==> config.mk <==
export PLATFORM = sky130hd
export DESIGN_NAME = best_hop_select
export DESIGN_NICKNAME = d
export VERILOG_FILES = /design/src/rtl/best_hop_select.sv
export SDC_FILE = /design/constraint.sdc
export NUM_CORES = 1
export LEC_CHECK = 0
export BUFFER_PORTS_ARGS = -buffer_cell sky130_fd_sc_hd__buf_2
export CAP_MARGIN = 25
export CORE_MARGIN = 2
export CORE_UTILIZATION = 50
export CTS_CLUSTER_SIZE = 25
export DETAILED_ROUTE_END_ITERATION = 12
export PLACE_DENSITY = 0.74
export RECOVER_POWER = 100
export SLEW_MARGIN = 20
export SYNTH_ARGS = -nofsm -noshare
export SYNTH_HDL_FRONTEND = slang
export SYNTH_SLANG_ARGS = --single-unit
export TNS_END_PERCENT = 50
==> constraint.sdc <==
create_clock -name clock -period 3.6 [get_ports clock]
set_input_delay 0.54 -clock clock [delete_from_list [all_inputs] [get_ports clock]]
set_output_delay 0.54 -clock clock [all_outputs]
set_load 0.03 [all_outputs]
==> src/rtl/best_hop_select.sv <==
// -----------------------------------------------------------------------------
// best_hop_select
//
// Scans the neighbor routing table held in shared data memory and picks the
// best next hop: the eligible neighbor with the highest qValue. Eligibility
// means the neighbor is not the excluded sender and its battery meets the
// minimum. Ties keep the lowest table index. The block only reads memory.
//
// Ports:
//   clock        system clock, rising edge
//   reset        asynchronous, active-high reset
//   start        begin a scan (accepted only when idle or done)
//   min_battery  minimum batteryStat for eligibility (unsigned)
//   exclude_id   neighbor ID that is never selected
//   data_in      memory read data for the current address
//   address      registered memory byte address (word stride 2)
//   busy         scan in progress
//   done         scan finished; results valid and held until next start
//   found        an eligible neighbor was found
//   best_id      selected neighbor ID
//   best_q       selected neighbor qValue
//   best_cluster selected neighbor clusterID
//   best_index   table index of the selected neighbor
// -----------------------------------------------------------------------------
module best_hop_select #(
    parameter int MAX_NEIGHBORS = 64
) (
    input  logic        clock,
    input  logic        reset,
    input  logic        start,
    input  logic [15:0] min_battery,
    input  logic [15:0] exclude_id,
    input  logic [15:0] data_in,
    output logic [15:0] address,
    output logic        busy,
    output logic        done,
    output logic        found,
    output logic [15:0] best_id,
    output logic [15:0] best_q,
    output logic [15:0] best_cluster,
    output logic [15:0] best_index
);

    localparam logic [15:0] ADDR_COUNT   = 16'h068A;
    localparam logic [15:0] ID_BASE      = 16'h0048;
    localparam logic [15:0] CLUSTER_BASE = 16'h00C8;
    localparam logic [15:0] BATT_BASE    = 16'h0148;
    localparam logic [15:0] Q_BASE       = 16'h01C8;
    localparam logic [15:0] MAX_N        = 16'(MAX_NEIGHBORS);

    typedef enum logic [2:0] {
        S_IDLE,
        S_CNT,
        S_CHECK,
        S_ID,
        S_BATT,
        S_Q,
        S_CLUST,
        S_DONE
    } state_t;

    state_t      state;
    logic [15:0] count;
    logic [15:0] n;
    logic [15:0] cur_id;
    logic [15:0] cur_batt;
    logic [15:0] n_x2;
    logic [15:0] best_x2;
    logic        eligible;

    // The clamp bounds n, so n never wraps and n*2 stays inside the region.
    function automatic logic [15:0] clamp_count(input logic [15:0] raw);
        return (raw > MAX_N) ? MAX_N : raw;
    endfunction

    assign n_x2    = {n[14:0], 1'b0};
    assign best_x2 = {best_index[14:0], 1'b0};

    // Evaluated in S_Q, where data_in carries the qValue of entry n.
    // Strict '>' keeps the earlier (lower-index) neighbor on a tie.
    always_comb begin
        eligible = (cur_id != exclude_id) &&
                   (cur_batt >= min_battery) &&
                   (!found || (data_in > best_q));
    end

    always_ff @(posedge clock or posedge reset) begin
        if (reset) begin
            state        <= S_IDLE;
            address      <= 16'h0000;
            busy         <= 1'b0;
            done         <= 1'b0;
            found        <= 1'b0;
            best_id      <= 16'h0000;
            best_q       <= 16'h0000;
            best_cluster <= 16'h0000;
            best_index   <= 16'h0000;
            count        <= 16'h0000;
            n            <= 16'h0000;
        end else begin
            case (state)
                S_IDLE, S_DONE: begin
                    if (start) begin
                        address      <= ADDR_COUNT;
                        found        <= 1'b0;
                        best_id      <= 16'h0000;
                        best_q       <= 16'h0000;
                        best_cluster <= 16'h0000;
                        best_index   <= 16'h0000;
                        busy         <= 1'b1;
                        done         <= 1'b0;
                        state        <= S_CNT;
                    end
                end
                S_CNT: begin
                    count <= clamp_count(data_in);
                    n     <= 16'h0000;
                    state <= S_CHECK;
                end
                S_CHECK: begin
                    if (n == count) begin
                        if (found) begin
                            // One extra read fetches the winner's clusterID.
                            address <= CLUSTER_BASE + best_x2;
                            state   <= S_CLUST;
                        end else begin
                            busy  <= 1'b0;
                            done  <= 1'b1;
                            state <= S_DONE;
                        end
                    end else begin
                        address <= ID_BASE + n_x2;
                        state   <= S_ID;
                    end
                end
                S_ID: begin
                    address <= BATT_BASE + n_x2;
                    state   <= S_BATT;
                end
                S_BATT: begin
                    address <= Q_BASE + n_x2;
                    state   <= S_Q;
                end
                S_Q: begin
                    if (eligible) begin
                        best_id    <= cur_id;
                        best_q     <= data_in;
                        best_index <= n;
                        found      <= 1'b1;
                    end
                    n     <= n + 16'h0001;
                    state <= S_CHECK;
                end
                S_CLUST: begin
                    best_cluster <= data_in;
                    busy         <= 1'b0;
                    done         <= 1'b1;
                    state        <= S_DONE;
                end
                default: begin
                    state <= S_IDLE;
                end
            endcase
        end
    end

    // Per-neighbor scratch fields; only meaningful within the entry being read.
    always_ff @(posedge clock) begin
        if (state == S_ID) begin
            cur_id <= data_in;
        end
        if (state == S_BATT) begin
            cur_batt <= data_in;
        end
    end

endmodule
; After elaboration in Yosys (flattened, before gate mapping)
; Index checks and enable logic that the tools add are counted.
[totals]
input_bits = 51
output_inout_bits = 83
wordCells = 79
reg_bits = 150
[classes]
muxes = 28
n_eq_ne = 14
reduce_logical = 16
addsub = 5
magnitude_cmp = 3
[ops]
columns = op, n
row1 = $pmux 16 s2, 5
row2 = $mux 16, 8
row3 = $pmux 16 s4, 1
row4 = $add 9x16->16 const A, 2
row5 = $pmux 3 s6, 1
row6 = $add 16x1->16 const B, 1
row7 = $add 7x16->16 const A, 1
row8 = $add 8x16->16 const A, 1
row9 = $eq 16x16->1, 1
row10 = $ge 16x16->1, 1
row11 = $gt 16x16->1, 1
row12 = $gt 16x7->1 const B, 1
row13 = $ne 16x16->1, 1
row14 = $eq 3x3->1 const B, 4
row15 = $mux 1, 8
row16 = $ne 2x2->1 const B, 4
row17 = $eq 3x2->1 const B, 2
row18 = $mux 3, 2
row19 = $pmux 1 s3, 2
row20 = $reduce_and 3->1, 2
row21 = $reduce_bool 2->1, 3
row22 = $reduce_and 4->1, 1
row23 = $reduce_bool 4->1, 1
row24 = $reduce_or 2->1, 2
row25 = other kinds (9), 10

; Depth between registers and ports, before layout
[logic_depth]
ltp_word = 5
mapped_depth = 10
depth_no_buf = 10

; Worst setup path before layout
; Ideal clock, no wire load.
[synth_timing]
path_kind = register to register
from = reg state[0]
to = reg address[6]
path_buffers = 2
synth_period_minus_slack_ns = 2.508
t_arrival_ns = 2.440
stages_incl_launch_ff = 9
path_slack_ns = 1.092
t_required_ns = 3.531
setup_ns = 0.069
cell_sequence = dfrtp_1 ha_1 buf_2 nor2b_1 or2_1 clkbuf_1 o21ai_0 a221o_1 nand3_1
[synth_between]
elab_chain_len = 4
elab_cells_between_ends = 11
cone_classes = eq/ne (6) / mux (1) / reduce/logical (4)
[synth_rtl]
columns = element, line
row1 = start: declaration, 62  ; state_t state;
row2 = start signal: assignment, 89  ; state <= S_IDLE;
row3 = start signal: assignment, 112  ; state <= S_CNT;
row4 = start signal: assignment, 118  ; state <= S_CHECK;
row5 = $eq 3x3->1 / $logic_not 3->1 (equally long branches), 101  ; case (state)
row6 = $reduce_or 2->1, 101
row7 = $reduce_bool 4->1 (no line) / $ne 2x2->1 (equally long branches), -
row8 = $reduce_and 3->1 (no line), -
row9 = end signal: assignment, 124  ; address <= CLUSTER_BASE + best_x2;
row10 = end signal: assignment, 132  ; address <= ID_BASE + n_x2;
row11 = end signal: assignment, 137  ; address <= BATT_BASE + n_x2;
row12 = end: declaration, 34  ; output logic [15:0] address,
; Parallel ways exist; a longest one is shown, timed or not.
; A chain may end at the register's enable or synchronous reset.

; Worst setup path in the final report
[layout_timing]
from = reg state[1]
to = reg address[6]
; The elaborated chain is that of the path after synthesis.

==> results.cfg <==
[sta]
setup_viol = 0
fmax_ghz = 0.330
skew_ps = 6.80
final_hold_viol_count = 0
fin_crit_sh_pct = 84.3
slew_headroom_pct = -3.94
grt_setup_unrepaired = false
worst_pin_slew_ps = 1560
hold_ws_ps = 438
layout_min_cycle_time_ps = 3030
fin_ws_ps = 566
maxSlewViolCount = 88
tns_ps = 0

[synthesis]
synth.yosys.seq_area_share_pct = 48.7
synth.most_common_cell = dfrtp_1
syn-instance-count = 775
synth_seq_cells = 149
ys_types = 55
post_synth_main_area_contributors = dfrtp_1 (37%), edfxtp_1 (12%), ha_1 (6.4%)
synth_area_per_cell_um2 = 10.3
synth_edf_count = 32
netlist.area_leader.share_pct = 36.7
async_reset_ff_share_pct = 78.5
synth_top_flop_cell = dfrtp_1
ys_top_cells_by_count = dfrtp_1 (117), inv_1 (68), nand2_1 (67)
syn_nets = 867
ys_warn_count = 0
synth_largest_area_cell = dfrtp_1
syn_area_mm2 = 0.00798

[setup_path]
timing.rr.start = state[1]
path_class = reg -> reg
required_ps = 3950
critPathCapture = address[6]
cp_slowest_stage_delay_ps = 930
startpoint = state[1]
path_delay_family = buffers and inverters
worst_ep_arrival_time_ps = 3390
rrSetupSlack_ps = 570
cp-start-kind = flop
crit_cells = 8
cp_max_fo = 19
reg2reg_to = address[6]
end_kind = flop
crit_slowest_cell = clkbuf_1
r2r_cells = 8
worstPathCellList = inv_1, ha_1, and2_0, clkbuf_1, or2_1, o21ai_0, a221o_1, nand3_1
worst-path-buf-inv = 2

[route]
drtIter0Drc = 481
detail_route.wl_per_cell_um = 17.9
routed_wl_um = 20200
viasPerCell = 5.56
vias = 6277
drcViolationCount = 0
antenna_left = 0
dr.pass1.iters = 5

[cts]
numCtsBuffers = 17
cts_resized = 0
cts_setup_buffers = 0
cts_sinks = 149
clk_pin_slew_ps = 60
cts_hold_buf = 0
clock_latency_ps = 420
cts_root_buffer = clkbuf_16
cts_tree = built
clk_path_buf_depth = 2
htree_levels = 4

[power]
pwr_density_cell_mw_per_mm2 = 674
p_leak_nw = 4.28
peakVddDrop_v = 0.000363
total_power_w = 0.00625

[run_status]
status = finished with violations
violations = capacitance limit, slew limit

[finish]
diodes = 0
fill_cells = 1397
area_delta_synth_final_pct = 16.1
drive_gt1_share_pct = 8.76
postLayoutCellArea_mm2 = 0.00927
layout.nets = 992

[placement]
gp_congestion = 0.864
dpl_cell_area_mm2 = 0.00881
dp_worst_setup_slack_ps = 767
dp_hpwl_um = 14100
port_buffers = 132

[floorplan]
die_area_mm2 = 0.0170
core_mm2 = 0.0158
die_w_um = 130
rows = 46
ios = 134
initial_core_util_pct = 50.6
die_y_um = 130

[hold_path]
hp-class = in -> async

[run]
maxCapViolCount = 2

[grt]
grt_pass1_vias = 6004
grt_start_max_net_pins = 61
grt_overflow = 0
antenna_found_initial = 0
grt_pass1_wl_um = 31800
grt_usage_pct = 24.4
-- cell usage in the layout (no fill, tap or decap), drive strengths merged, types with 4 or more instances in the layout --
master	count
ha	41
a21oi	59
bufinv	4
nand2	67
nor2b	6
nand3	9
clkbuf	125
xnor2	46
nand2b	4
inv	72
mux2i	36
o21ai	21
nor3	16
nor4	13
mux2	16
o211ai	4
a22o	23
and2	11
dfrtp	117
a31oi	9
edfxtp	32
nand4	17
buf	41
xor2	19
nor2	56
o32a	5
or3	6
-- sequential cells by signal, indices dropped and copies added, names as in the netlist --
signal	cells
address	15
best_cluster	16
best_id	16
best_index	16
best_q	16
busy	1
count	16
cur_batt	16
cur_id	16
done	1
found	1
n	16
state	3
-- worst min path at each step --
stage,end,slack [ps]
4_1_cts,address[6],260
3_3_place_gp,busy,460
5_1_grt,cur_id[15],490
3_5_place_dp,busy,470
6_report,best_cluster[14],440
2_1_floorplan,count[10],470
-- per-stage QoR --
step                utilization (%)  instances
finish                         58.8       1129
global route                   58.8       1129
CTS                            59.8       1129
detailed placement             55.9       1097
global placement               55.9       1097
floorplan                         -        775
-- cell families after synthesis --
logic type | Yosys count | synth area share [%]
buffers and inverters | 109 | 6.03
adder cells (fa/ha/maj) | 41 | 6.43
other | 1 | 0.0470
XOR/XNOR | 65 | 7.13
multiplexers | 52 | 6.77
flip-flops | 149 | 48.7
AND/OR/NAND/NOR | 214 | 13.1
AO/OA/AOI/OAI | 144 | 11.8
-- power breakdown --
part           total [W]  switching, W  internal [W]
clock network    0.00189      0.000691       0.00120
registers        0.00230      0.000220       0.00207
logic            0.00207       0.00147      0.000599
total            0.00625       0.00238       0.00387
-- layer usage --
metal  track usage, %  wire, um  vias to the layer above
met4             8.39       406                        0
met2             39.8      9730                      201
met1             33.4      9170                     3094
met5                0         0                        -
li1                 -         -                     2950
met3             4.31       929                       32
-- worst reg2reg max path, stage by stage (launching register included) --
cell	delay, ps
dfrtp_1	400
inv_1	130
ha_1	300
and2_0	220
clkbuf_1	940
or2_1	330
o21ai_0	170
a221o_1	400
nand3_1	90
-- layout make-up --
cell class	instances	area [um^2]	share of cell area (%)
multi-input combinational	517	3600	38.8
clock inverter	9	153	1.65
inverter	72	272	2.93
sequential	149	3890	42.0
tap	216	270	2.92
timing repair buffer	143	619	6.68
clock buffer	23	468	5.05
(Power assumes the default switching activity.)
